===== src/rtl/dh_enc_check_seq.sv =====
// Iterative Diffie-Hellman round-1 check: shift-subtract reduction of exp mod p,
// followed by the challenge compare that produces the response nibble c2.
module dh_enc_check_seq #(
  parameter int EXP_W = 64,
  parameter int P_W   = 32,
  parameter int C_W   = 4
) (
  input  logic             clk,
  input  logic             rst,
  input  logic             start,
  input  logic             clr,
  input  logic [EXP_W-1:0] exp,
  input  logic [P_W-1:0]   p,
  input  logic [C_W-1:0]   c1,
  input  logic [P_W-1:0]   r1,
  input  logic [P_W-1:0]   r2,
  output logic             busy,
  output logic             done,
  output logic             true,
  output logic             err,
  output logic [C_W-1:0]   c2,
  output logic [P_W-1:0]   rem_o
);

  localparam int CNT_W = (EXP_W > 1) ? $clog2(EXP_W) : 1;

  typedef enum logic [1:0] {IDLE, REDUCE, CHECK, FAULT} state_t;

  state_t             state_q, state_d;
  logic [P_W:0]       r_q, r_d;
  logic [CNT_W-1:0]   cnt_q, cnt_d;
  logic [EXP_W-1:0]   exp_q, exp_d;
  logic [P_W-1:0]     p_q, p_d;
  logic [C_W-1:0]     c1_q, c1_d;
  logic [P_W-1:0]     r1_q, r1_d;
  logic [P_W-1:0]     r2_q, r2_d;
  logic               busy_q, busy_d;
  logic               done_q, done_d;
  logic               true_q, true_d;
  logic               err_q, err_d;
  logic [C_W-1:0]     c2_q, c2_d;
  logic [P_W-1:0]     rem_q, rem_d;

  logic [P_W:0]       r_shift;
  logic [C_W-1:0]     k;
  logic [P_W-1:0]     r2_new;
  logic               accept;

  // clr beats start in IDLE, so a simultaneous request is dropped
  assign accept = start && !clr;

  always_ff @(posedge clk or posedge rst) begin
    if (rst) begin
      state_q <= IDLE;
    end else begin
      state_q <= state_d;
    end
  end

  always_comb begin
    state_d = state_q;
    case (state_q)
      IDLE: begin
        if (accept) begin
          state_d = (p == '0) ? FAULT : REDUCE;
        end
      end
      REDUCE: begin
        if (clr) begin
          state_d = IDLE;
        end else if (cnt_q == '0) begin
          state_d = CHECK;
        end
      end
      CHECK:   state_d = IDLE;
      FAULT:   state_d = IDLE;
      default: state_d = IDLE;
    endcase
  end

  always_comb begin
    r_d     = r_q;
    cnt_d   = cnt_q;
    exp_d   = exp_q;
    p_d     = p_q;
    c1_d    = c1_q;
    r1_d    = r1_q;
    r2_d    = r2_q;
    busy_d  = busy_q;
    done_d  = 1'b0;
    true_d  = true_q;
    err_d   = err_q;
    c2_d    = c2_q;
    rem_d   = rem_q;
    r_shift = {r_q[P_W-1:0], exp_q[cnt_q]};
    k       = r_q[C_W-1:0];
    r2_new  = P_W'(k ^ c1_q);
    case (state_q)
      IDLE: begin
        if (accept) begin
          exp_d  = exp;
          p_d    = p;
          c1_d   = c1;
          r1_d   = r1;
          r2_d   = r2;
          r_d    = '0;
          cnt_d  = CNT_W'(EXP_W - 1);
          busy_d = 1'b1;
        end
      end
      REDUCE: begin
        if (clr) begin
          busy_d = 1'b0;
        end else begin
          // R stays below p, so the shifted value is below 2p and fits P_W+1 bits
          if (r_shift >= {1'b0, p_q}) begin
            r_d = r_shift - {1'b0, p_q};
          end else begin
            r_d = r_shift;
          end
          cnt_d = cnt_q - CNT_W'(1);
        end
      end
      CHECK: begin
        busy_d = 1'b0;
        if (!clr) begin
          if (r2_new == r2_q) begin
            c2_d   = k ^ r1_q[C_W-1:0];
            true_d = 1'b1;
          end else begin
            c2_d   = '0;
            true_d = 1'b0;
          end
          err_d  = 1'b0;
          rem_d  = r_q[P_W-1:0];
          done_d = 1'b1;
        end
      end
      FAULT: begin
        busy_d = 1'b0;
        if (!clr) begin
          c2_d   = '0;
          true_d = 1'b0;
          err_d  = 1'b1;
          rem_d  = '0;
          done_d = 1'b1;
        end
      end
      default: busy_d = 1'b0;
    endcase
  end

  always_ff @(posedge clk or posedge rst) begin
    if (rst) begin
      r_q    <= '0;
      cnt_q  <= '0;
      exp_q  <= '0;
      p_q    <= '0;
      c1_q   <= '0;
      r1_q   <= '0;
      r2_q   <= '0;
      busy_q <= 1'b0;
      done_q <= 1'b0;
      true_q <= 1'b0;
      err_q  <= 1'b0;
      c2_q   <= '1;
      rem_q  <= '0;
    end else begin
      r_q    <= r_d;
      cnt_q  <= cnt_d;
      exp_q  <= exp_d;
      p_q    <= p_d;
      c1_q   <= c1_d;
      r1_q   <= r1_d;
      r2_q   <= r2_d;
      busy_q <= busy_d;
      done_q <= done_d;
      true_q <= true_d;
      err_q  <= err_d;
      c2_q   <= c2_d;
      rem_q  <= rem_d;
    end
  end

  assign busy  = busy_q;
  assign done  = done_q;
  assign true  = true_q;
  assign err   = err_q;
  assign c2    = c2_q;
  assign rem_o = rem_q;

endmodule


===== config.mk =====
export PLATFORM = sky130hd
export DESIGN_NAME = dh_enc_check_seq
export DESIGN_NICKNAME = d
export VERILOG_FILES = /design/src/rtl/dh_enc_check_seq.sv
export SDC_FILE = /design/constraint.sdc
export NUM_CORES = 1
export LEC_CHECK = 0
export ABC_AREA = 1
export BUFFER_PORTS_ARGS = -buffer_cell sky130_fd_sc_hd__buf_2
export CORE_ASPECT_RATIO = 0.8
export CORE_MARGIN = 4
export CORE_UTILIZATION = 30
export DETAILED_ROUTE_END_ITERATION = 6
export RECOVER_POWER = 50
export SETUP_SLACK_MARGIN = 0.1
export SLEW_MARGIN = 10
export SYNTH_ARGS = -nofsm -noshare
export SYNTH_HDL_FRONTEND = slang
export SYNTH_SLANG_ARGS = --single-unit
export TNS_END_PERCENT = 10

===== constraint.sdc =====
create_clock -name clk -period 10.08 [get_ports clk]
set_input_delay 2.016 -clock clk [delete_from_list [all_inputs] [get_ports clk]]
set_output_delay 2.016 -clock clk [all_outputs]
set_load 0.005 [all_outputs]

==> run summary, run 1 <==
CTS tree - done
Cells after Synth - 1,475
Die ar. - 0.0431 mm²
Syn Area/Cell - 8.10 µm²
FF-to-FF Start - state_q[1]$_DFFE_PP0P_
Tmin final - 5410 ps
Buffers on Ports - 179
Antenna Nets Post-Route - 0
Worst Hold Class - reg -> reg
count of final setup violators - 0
# nets final - 1,839
GRT overflow - 0
Post-CTS Setup Bufs - 0
Final Non-Filler Cells - 2,191
Skew-Pair Late Insertion Delay - 540 ps
vias - 9,947
placed inst area - 0.0132 mm²
fraction of layout cells with a size suffix above 1 - 0.160
crit start category - input port
CTS Hold Buffers Added - 0
Crit Path Max Fanout - 178
startpoint of the worst hold path - rem_o[0]$_DFFE_PP0P_
Max H-tree Level - 1
iteration-0 DRC count of the detailed router - 617
Sink Count - 216
Mapped Nets - 1,679
Worst slew margin - -0.774
Min-Delay Endpoint - rem_o[0]$_DFFE_PP0P_
GR Util All Layers - 0.152
reg-to-reg slack, setup - 5620 ps
Top Ports - 208
status - finished with violations
vias in the first global route - 10,103
Max rail drop VDD - 0.000264 V
Num CTS Buffers - 25
failing checks - capacitance limit, slew limit
first-pass detailed-route iteration total - 5
CP Cell Sequence - clkbuf_1 > nor2_1 > inv_2 > nand2_1 > inv_2 > nand2_8 > mux2_2
hold depth - 2
Seq/Total Area, Yosys - 0.453
drt total wl - 32.7 mm
FILL cells - 4,181
design area - 0.0140 mm²
crit path DAT - 5830 ps
max incr delay on CP - 1920 ps
Max-Cap Viols - 2
slowest cell on the critical path - nor2_1
largest net degree at the start of global routing - 179
core area - 0.0394 mm²
post-synth cell types - 36
fin. max-slew vios - 74
Final Hold Fails - 0
Achievable Freq - 185 MHz
Initial Util - 0.304
Critical Path Most Common Cell - inv_2
WP data required - 10,500 ps
routed len/inst - 14.9 µm
critical path's top delay family - simple AND/OR/NAND/NOR gates
worst reg2reg endpoint - exp_q[5]$_DFFE_PP0P_
Critical path buffers and inverters - 3
flops & latches, synth - 216
Worst-Margin Slew - 2650 ps
initial antenna violation count - 6
CTS root buf - clkbuf_16
Die Span Y - 187 µm
# DRC - 0
clock tree buffer depth - 3
cells on worst reg2reg path - 8
Yosys warnings - 0
pwr/cell area - 268 mW/mm²
first-pass GRT wire length - 54.0 mm
RSZ-0062 raised after global routing - false
fin util - 0.356
Cell Area, Synth - 0.0120 mm²
GP Congestion - 0.918
Site Rows - 65
setup_tns - 0 ps
post-DP HPWL - 24.4 mm
DP Cell Count - 2,144
fin crit share - 0.537
clock skew - 23.2 ps
Worst Setup Path Type - in -> reg
crit path capture type - register
post-cts gate resize count - 0
leakage - 7.33 nW
area delta synth->final - 17.4%
Chip Width - 231 µm
clk slew on worst S/H paths - 60 ps
Via density - 4.54
-- state kept, by name, summed over array words and instances (netlist names) --
signal	count
r2_q	32
exp_q	64
r1_q	4
rem_o	32
busy	1
p_q	32
c2	4
cnt_q	6
done	1
r_q	32
true	1
state_q	2
err	1
c1_q	4
-- placed cells by master, fill, tap and decap left out, types with 3 or more instances in the layout --
| master | n |
|---|---|
| nand2_1 | 430 |
| inv_1 | 214 |
| dfrtp_1 | 212 |
| buf_2 | 149 |
| nand3_1 | 102 |
| nor2_1 | 98 |
| o21ai_0 | 88 |
| mux2_2 | 60 |
| a21oi_1 | 45 |
| mux2_1 | 40 |
| clkbuf_1 | 40 |
| ha_1 | 35 |
| clkbuf_16 | 25 |
| xnor2_1 | 22 |
| nand4_1 | 14 |
| nor4_1 | 12 |
| nor3_1 | 9 |
| clkbuf_8 | 8 |
| o211ai_1 | 6 |
| xor2_1 | 5 |
| nor2_2 | 4 |
| o21bai_1 | 4 |
| inv_2 | 4 |
| and2_1 | 4 |
| buf_4 | 4 |
| nand3b_1 | 3 |
| dfstp_1 | 3 |
-- tightest hold or removal path: stages (launching register included) --
cell and delay, ps:
dfrtp_1 340, nand2_1 50, o21ai_0 60
-- worst max path at each step --
stage | from | slack [ps] | cells past startpoint | end
global placement | clr | 5440 | 7 | exp_q[21]$_DFFE_PP0P_
floorplan | rst | 2160 | 1 | busy$_DFFE_PP0P_
CTS | cnt_q[1]$_DFFE_PP0P_ | 5650 | 19 | r_q[26]$_DFFE_PP0P_
finish | clr | 4670 | 7 | exp_q[5]$_DFFE_PP0P_
detailed placement | clr | 5410 | 7 | exp_q[15]$_DFFE_PP0P_
global route | clr | 4290 | 7 | exp_q[4]$_DFFE_PP0P_
-- layer usage --
layer	track usage	wire (µm)	vias up
met5	0	57	-
met4	0.0451	1070	10
met3	0.0275	1460	71
met2	0.241	14400	222
met1	0.214	15600	4648
li1	-	-	4996
-- through the flow --
stage	setup slack, ps	power [W]	hold WS [ps]
2_1_floorplan	2160	0.00254	453
5_1_grt	4290	0.00408	503
3_5_place_dp	5410	0.00291	468
4_1_cts	5650	0.00383	482
3_3_place_gp	5440	0.00287	463
6_report	4670	0.00376	477
-- cells by family (layout without fill, tap and decap cells) --
family | Yosys count | count (layout) | share of synthesized area
and+or+nand+nor | 680 | 680 | 0.235
muxes | 100 | 100 | 0.0942
other | 0 | 1 | 0
buffers and inverters | 270 | 449 | 0.0962
AOI/OAI and AO/OA | 146 | 146 | 0.0633
xor gates and xnor gates | 27 | 27 | 0.0198
adders and majority gates | 36 | 36 | 0.0383
DFF | 216 | 216 | 0.453
-- power by group --
| group | internal [W] | switching [W] |
|---|---|---|
| Combinational | 0.000602 | 0.000857 |
| Clock | 0.000543 | 0.000360 |
| Sequential | 0.00122 | 0.000183 |
| Total | 0.00236 | 0.00140 |
-- Yosys cell counts --
master	number	area [µm²]
nor3_1	9	45.0
inv_2	4	15.0
inv_1	215	807
xnor2_1	22	193
a31oi_1	1	6.26
and2_1	4	25.0
dfstp_2	4	105
o21bai_1	4	30.0
mux2_2	60	676
o21ai_0	88	440
fa_1	1	20.0
dfrtp_1	212	5310
mux2_1	40	450
xor2_1	5	43.8
buf_6	8	90.1
nor2_1	97	364
nand2_1	430	1610
buf_4	7	52.6
buf_8	3	45.0
o21ai_1	1	5.00
buf_1	4	15.0
nand2_4	1	11.3
nor2_4	1	11.3
nand4_1	14	87.6
nor2_2	4	25.0
nand2_2	1	6.26
clkbuf_1	16	60.1
a21oi_1	46	230
ha_1	35	438
or2_2	1	6.26
nand3_2	1	10.0
nor4_1	12	75.1
o211ai_1	6	45.0
nand3_1	102	510
nand3b_1	3	22.5
buf_2	13	65.1
-- final cells by class --
type,count,area [µm²],share of cell area
multi-input combinational,989,5400,0.385
inverter,219,830,0.0591
timing repair buffer,184,892,0.0636
antenna,1,2.50,0.000178
clock inverter,4,55.1,0.00393
sequential,216,5410,0.386
tap,536,671,0.0478
clock buffer,42,769,0.0549
Note: power is estimated with default switching activity, not from simulation.
==> run 2: changes to the inputs <==
clock period = 4.4 ns   (was 10.08 ns; I/O delays follow)
==> run summary, run 2 (same netlist as run 1, synthesis figures left out) <==
max incr delay on CP - 520 ps (was 1920 ps)
slowest cell on the critical path - dfrtp_1 (was nor2_1)
RSZ-0062 raised after global routing - false (unchanged)
Clk pwr share - 0.244 (was 0.240)
Buffers on Ports - 179 (unchanged)
Die Span Y - 187 µm (unchanged)
CTS Hold Buffers Added - 0 (unchanged)
clock tree buffer depth - 3 (unchanged)
reg-to-reg slack, setup - 760 ps (was 5620 ps)
Max H-tree Level - 1 (unchanged)
Pint - 0.00549 W (was 0.00236 W)
GP Congestion - 0.899 (was 0.918)
CTS tree - done (unchanged)
status - finished with violations (unchanged)
failing checks - capacitance limit, slew limit (unchanged)
Via density - 4.56 (was 4.54)
fin crit share - 0.828
Max-Cap Viols - 2 (unchanged)
Max rail drop VDD - 0.000338 V (was 0.000264 V)
post-cts gate resize count - 0 (unchanged)
largest net degree at the start of global routing - 108 (was 179)
critical path's top delay family - simple AND/OR/NAND/NOR gates (unchanged)
Num CTS Buffers - 26 (was 25)
worst reg2reg endpoint - r_q[10]$_DFFE_PP0P_ (was exp_q[5]$_DFFE_PP0P_)
clk slew on worst S/H paths - 60 ps (about the same)
P_sw - 0.00326 W (was 0.00140 W)
crit path DAT - 4070 ps (was 5830 ps)
Worst Hold Class - reg -> reg (unchanged)
FF-to-FF Start - cnt_q[2]$_DFFE_PP0P_ (was state_q[1]$_DFFE_PP0P_)
Worst Setup Path Type - reg -> reg (was in -> reg)
initial antenna violation count - 7 (was 6)
Top Ports - 208 (unchanged)
Chip Width - 231 µm (unchanged)
WP data required - 4820 ps (was 10,500 ps)
Critical path buffers and inverters - 4 (was 3)
pwr/cell area - 617 mW/mm² (was 268 mW/mm²)
vias - 10,037 (was 9,947)
startpoint of the worst hold path - rem_o[15]$_DFFE_PP0P_ (was rem_o[0]$_DFFE_PP0P_)
# nets final - 1,850 (was 1,839)
max reg flops - 64 (unchanged)
Seq pwr share - 0.366 (was 0.372)
Final Hold Fails - 0 (unchanged)
core area - 0.0394 mm² (unchanged)
routed len/inst - 15.2 µm (was 14.9 µm)
clock skew - 12.4 ps (was 23.2 ps)
crit path capture type - register (unchanged)
hold depth - 2 (unchanged)
Antenna Nets Post-Route - 0 (unchanged)
area delta synth->final - 18.6% (was 17.4%)
GR Util All Layers - 0.153 (was 0.152)
switching share of total power - 0.372 (about the same)
CTS root buf - clkbuf_16 (unchanged)
Comb pwr share - 0.390 (was 0.388)
Sink Count - 216 (unchanged)
Initial Util - 0.304 (unchanged)
drt total wl - 33.4 mm (was 32.7 mm)
# DRC - 0 (unchanged)
most frequent cells in the layout - 430 x nand2_1, 214 x inv_1, 212 x dfrtp_1, 166 x buf_2, 102 x nand3_1 (was 430 x nand2_1, 214 x inv_1, 212 x dfrtp_1, 149 x buf_2, 102 x nand3_1)
Die ar. - 0.0431 mm² (unchanged)
fin. max-slew vios - 102 (was 74)
Crit Path Max Fanout - 25 (was 178)
FILL cells - 4,159 (was 4,181)
Biggest register - exp_q (unchanged)
cells on worst reg2reg path - 21 (was 8)
Achievable Freq - 275 MHz
Tmin final - 3640 ps
commonest non-fill, non-tap cell in the layout - nand2_1 (unchanged)
CP Cell Sequence - inv_1 > nor2_1 > nand3_1 > nand2_1 > a21oi_1 > nand2_1 > nand3_1 > nand2_1 > inv_1 > ha_1 > inv_1 > nand3_1 > nand3_2 > nand2_1 > nand2_1 > nand2_1 > nand2_2 > buf_4 > nand2_1 > nand3_1 > nand2_1 (was clkbuf_1 > nor2_1 > inv_2 > nand2_1 > inv_2 > nand2_8 > mux2_2)
setup_tns - 0 ps (unchanged)
Min-Delay Endpoint - rem_o[15]$_DFFE_PP0P_ (was rem_o[0]$_DFFE_PP0P_)
Site Rows - 65 (unchanged)
Critical Path Most Common Cell - nand2_1 (was inv_2)
first-pass GRT wire length - 53.8 mm (was 54.0 mm)
Post-CTS Setup Bufs - 0 (unchanged)
leakage - 7.46 nW (was 7.33 nW)
Skew-Pair Late Insertion Delay - 540 ps (about the same)
crit start category - register (was input port)
fraction of layout cells with a size suffix above 1 - 0.179 (was 0.160)
GRT overflow - 0 (unchanged)
count of final setup violators - 0 (unchanged)
vias in the first global route - 10,086 (was 10,103)
iteration-0 DRC count of the detailed router - 591 (was 617)
post-DP HPWL - 25.2 mm (was 24.4 mm)
first-pass detailed-route iteration total - 5 (unchanged)
fin util - 0.360 (was 0.356)
Worst slew margin - -0.142 (was -0.774)
Worst-Margin Slew - 1710 ps (was 2650 ps)
-- run 2: cell count changes in the layout (fill, tap and decap cells not counted), sizes merged --
| cell | previous run | this run |
|---|---|---|
| clkbuf | 73 | 53 |
| inv | 220 | 218 |
| clkinv | 1 | 5 |
| buf | 153 | 179 |
| diode | 1 | 4 |
| bufinv | 1 | 2 |
-- run 2: cell type report --
cell class	instances	area (µm²)	area share
inverter	219	823	0.0581
timing repair buffer	194	1010	0.0713
multi-input combinational	989	5400	0.381
clock buffer	38	746	0.0526
tap	536	671	0.0473
sequential	216	5410	0.382
antenna	4	10.0	0.000706
clock inverter	7	100	0.00706
-- run 2: worst max-delay path by stage --
stage                                     from                   to  slack, ps  cells past startpoint
after CTS                 cnt_q[2]$_DFFE_PP0P_  r_q[10]$_DFFE_PP0P_        810                     21
final                     cnt_q[2]$_DFFE_PP0P_  r_q[10]$_DFFE_PP0P_        760                     21
after global routing      cnt_q[1]$_DFFE_PP0P_  r_q[10]$_DFFE_PP0P_        350                     20
after floorplan                            rst     busy$_DFFE_PP0P_        710                      1
after global placement    cnt_q[2]$_DFFE_PP0P_  r_q[28]$_DFFE_PP0P_        800                     21
after detailed placement  cnt_q[2]$_DFFE_PP0P_  r_q[10]$_DFFE_PP0P_        810                     21
-- run 2: per-layer routing --
| layer | part of all wire | vias to the layer above | global-route usage |
|---|---|---|---|
| met1 | 0.47 | 4686 | 0.213 |
| met4 | 0.030 | 8 | 0.0472 |
| met3 | 0.054 | 65 | 0.0298 |
| met5 | 0.0017 | - | 0 |
| li1 | - | 5036 | - |
| met2 | 0.44 | 242 | 0.240 |
-- run 2: tightest hold or removal path, cell delays in order, from the launching register on --
cell and delay (ps):
dfrtp_1 330, nand2_1 50, o21ai_0 50
-- run 2: power by group through the flow --
| stage | registers, W | clock network [W] | logic (W) |
|---|---|---|---|
| floorplan | 0.00314 | 0 | 0.00269 |
| global placement | 0.00320 | 0 | 0.00340 |
| global route | 0.00330 | 0.00228 | 0.00389 |
| CTS | 0.00320 | 0.00220 | 0.00348 |
| finish | 0.00320 | 0.00214 | 0.00341 |
| detailed placement | 0.00324 | 0 | 0.00347 |
-- run 2: stage by stage --
stage | instances | total power (W) | worst slack, ps | hold WS (ps) | cell area, µm²
floorplan | 1475 | 0.00582 | 711 | 453 | 12000
global placement | 2154 | 0.00660 | 804 | 464 | 13400
detailed placement | 2154 | 0.00670 | 807 | 461 | 13400
CTS | 2199 | 0.00889 | 809 | 477 | 14200
global route | 2202 | 0.00947 | 350 | 500 | 14200
finish | 2203 | 0.00875 | 757 | 475 | 14200
==> run 3: changes to the inputs <==
clock period = 3.6 ns   (was 4.4 ns; I/O delays follow)
==> run summary, run 3 (same netlist as run 1, synthesis figures left out) <==
Sink Count - 216 (unchanged)
FILL cells - 4,159 (unchanged)
post-DP HPWL - 25.3 mm (was 25.2 mm)
Max-Cap Viols - 2 (unchanged)
Site Rows - 65 (unchanged)
Via density - 4.51 (was 4.56)
fin crit share - 0.889 (was 0.828)
clock skew - 9.73 ps (was 12.4 ps)
critical path's top delay family - simple AND/OR/NAND/NOR gates (unchanged)
commonest non-fill, non-tap cell in the layout - nand2_1 (unchanged)
metal2 WL - 15.2 mm (was 14.8 mm)
failing checks - capacitance limit, slew limit (unchanged)
# DRC - 0 (unchanged)
max incr delay on CP - 420 ps (was 520 ps)
Buffers on Ports - 179 (unchanged)
Initial Util - 0.304 (unchanged)
RSZ-0062 raised after global routing - false (unchanged)
Worst Hold Class - in -> reg (was reg -> reg)
routed len/inst - 15.0 µm (was 15.2 µm)
status - finished with violations (unchanged)
setup_tns - 0 ps (unchanged)
CTS Hold Buffers Added - 0 (unchanged)
Min-Delay Endpoint - r1_q[2]$_DFFE_PP0P_ (was rem_o[15]$_DFFE_PP0P_)
pwr/cell area - 740 mW/mm² (was 617 mW/mm²)
largest net degree at the start of global routing - 131 (was 108)
register area - 0.00541 mm² (about the same)
fin. max-slew vios - 97 (was 102)
worst hold slack - 397 ps (was 475 ps)
GRT overflow - 0 (unchanged)
Num CTS Buffers - 25 (was 26)
Max rail drop VDD - 0.000425 V (was 0.000338 V)
crit start category - register (unchanged)
Highest Signal Layer - met5 (unchanged)
# nets final - 1,854 (was 1,850)
area of the multi-input gates - 0.00541 mm² (was 0.00540 mm²)
Worst Setup Slack, final - 400 ps (was 757 ps)
worst reg2reg endpoint - r_q[30]$_DFFE_PP0P_ (was r_q[10]$_DFFE_PP0P_)
reg-to-reg slack, setup - 400 ps (was 760 ps)
Top Ports - 208 (unchanged)
startpoint of the worst hold path - r1[2] (was rem_o[15]$_DFFE_PP0P_)
initial antenna violation count - 5 (was 7)
cells on worst reg2reg path - 19 (was 21)
first-pass GRT wire length - 54.1 mm (was 53.8 mm)
design area - 0.0141 mm² (was 0.0142 mm²)
vias - 9,946 (was 10,037)
post-cts gate resize count - 0 (unchanged)
iteration-0 DRC count of the detailed router - 616 (was 591)
area delta synth->final - 18.3% (was 18.6%)
Max H-tree Level - 1 (unchanged)
CTS root buf - clkbuf_16 (unchanged)
Post-CTS Setup Bufs - 0 (unchanged)
Achievable Freq - 313 MHz (was 275 MHz)
leakage - 7.46 nW (about the same)
Antenna Nets Post-Route - 0 (unchanged)
fraction of layout cells with a size suffix above 1 - 0.182 (was 0.179)
max reg flops - 64 (unchanged)
core area - 0.0394 mm² (unchanged)
Critical path buffers and inverters - 3 (was 4)
Worst Setup Path Type - reg -> reg (unchanged)
Worst Setup SP - cnt_q[2]$_DFFE_PP0P_ (unchanged)
slowest cell on the critical path - fa_1 (was dfrtp_1)
Crit Path Max Fanout - 7 (was 25)
hold depth - 2 (unchanged)
clk slew on worst S/H paths - 60 ps (about the same)
Final Hold Fails - 0 (unchanged)
Chip Width - 231 µm (unchanged)
count of final setup violators - 0 (unchanged)
Worst-Margin Slew - 1660 ps (was 1710 ps)
WP data required - 4030 ps (was 4820 ps)
clock tree buffer depth - 3 (unchanged)
placed inst area - 0.0134 mm² (about the same)
crit path capture type - register (unchanged)
Worst slew margin - -0.110 (was -0.142)
crit path DAT - 3630 ps (was 4070 ps)
first-pass detailed-route iteration total - 5 (unchanged)
Tmin final - 3200 ps (was 3640 ps)
most frequent cells in the layout - 430 x nand2_1, 214 x inv_1, 211 x dfrtp_1, 167 x buf_2, 101 x nand3_1 (was 430 x nand2_1, 214 x inv_1, 212 x dfrtp_1, 166 x buf_2, 102 x nand3_1)
Skew-Pair Late Insertion Delay - 540 ps (about the same)
CP Cell Sequence - clkbuf_1 > nor2_1 > a21oi_1 > nand2_1 > nand3_1 > nand2_1 > inv_1 > ha_1 > fa_1 > inv_1 > nand3_1 > nand3_1 > nand2_1 > nand2_1 > nand2_1 > nand3_1 > nand3_1 > nand3_1 > nand2_1 (was inv_1 > nor2_1 > nand3_1 > nand2_1 > a21oi_1 > nand2_1 > nand3_1 > nand2_1 > inv_1 > ha_1 > inv_1 > nand3_1 > nand3_2 > nand2_1 > nand2_1 > nand2_1 > nand2_2 > buf_4 > nand2_1 > nand3_1 > nand2_1)
GP Congestion - 0.931 (was 0.899)
Biggest register - exp_q (unchanged)
vias in the first global route - 10,105 (was 10,086)
FF-to-FF Start - cnt_q[2]$_DFFE_PP0P_ (unchanged)
Die Span Y - 187 µm (unchanged)
GR Util All Layers - 0.152 (was 0.153)
drt total wl - 33.1 mm (was 33.4 mm)
M1 wire length - 15.8 mm (about the same)
wire length on met3 - 1.58 mm (was 1.80 mm)
Die ar. - 0.0431 mm² (unchanged)
CTS tree - done (unchanged)
Place WS - 304 ps (was 807 ps)
## run 3: cell types whose count changed in the layout (fill, tap and decap cells not counted), moves of 2 or more
cell       previous run  this run
buf_6                 0         2
bufinv_16             2         0
clkinv_2              3         7
clkbuf_8              5         3
## run 3: where the power goes
group / switching [W] / internal [W] / total [W]
clock: 0.00101 / 0.00134 / 0.00235
combinational: 0.00242 / 0.00176 / 0.00418
sequential: 0.000523 / 0.00341 / 0.00393
total: 0.00396 / 0.00651 / 0.0105
## run 3: layer usage
layer  track usage  up-vias
li1              -     5031
met1         0.217     4687
met2         0.244      187
met3        0.0290       37
met4        0.0314        4
met5             0        -
## run 3: cell type report
cell class / count / area share
tap: 536 / 0.0474
antenna: 3 / 0.000531
clock buffer: 34 / 0.0487
sequential: 216 / 0.383
inverter: 219 / 0.0582
clock inverter: 9 / 0.00451
multi-input combinational: 989 / 0.383
timing repair buffer: 199 / 0.0754
## run 3: worst max path at each step
stage / end / cells after the start
finish: r_q[30]$_DFFE_PP0P_ / 19
floorplan: busy$_DFFE_PP0P_ / 1
global placement: r_q[28]$_DFFE_PP0P_ / 20
detailed placement: r_q[28]$_DFFE_PP0P_ / 21
CTS: r_q[28]$_DFFE_PP0P_ / 21
global route: r_q[28]$_DFFE_PP0P_ / 20
## run 3: per-stage QoR
| step | cells | utilization | total power [W] |
|---|---|---|---|
| after floorplan | 1475 | - | 0.00712 |
| after global placement | 2159 | 0.341 | 0.00809 |
| after detailed placement | 2159 | 0.341 | 0.00821 |
| after CTS | 2202 | 0.360 | 0.0106 |
| after global routing | 2205 | 0.359 | 0.0113 |
| final | 2205 | 0.359 | 0.0105 |
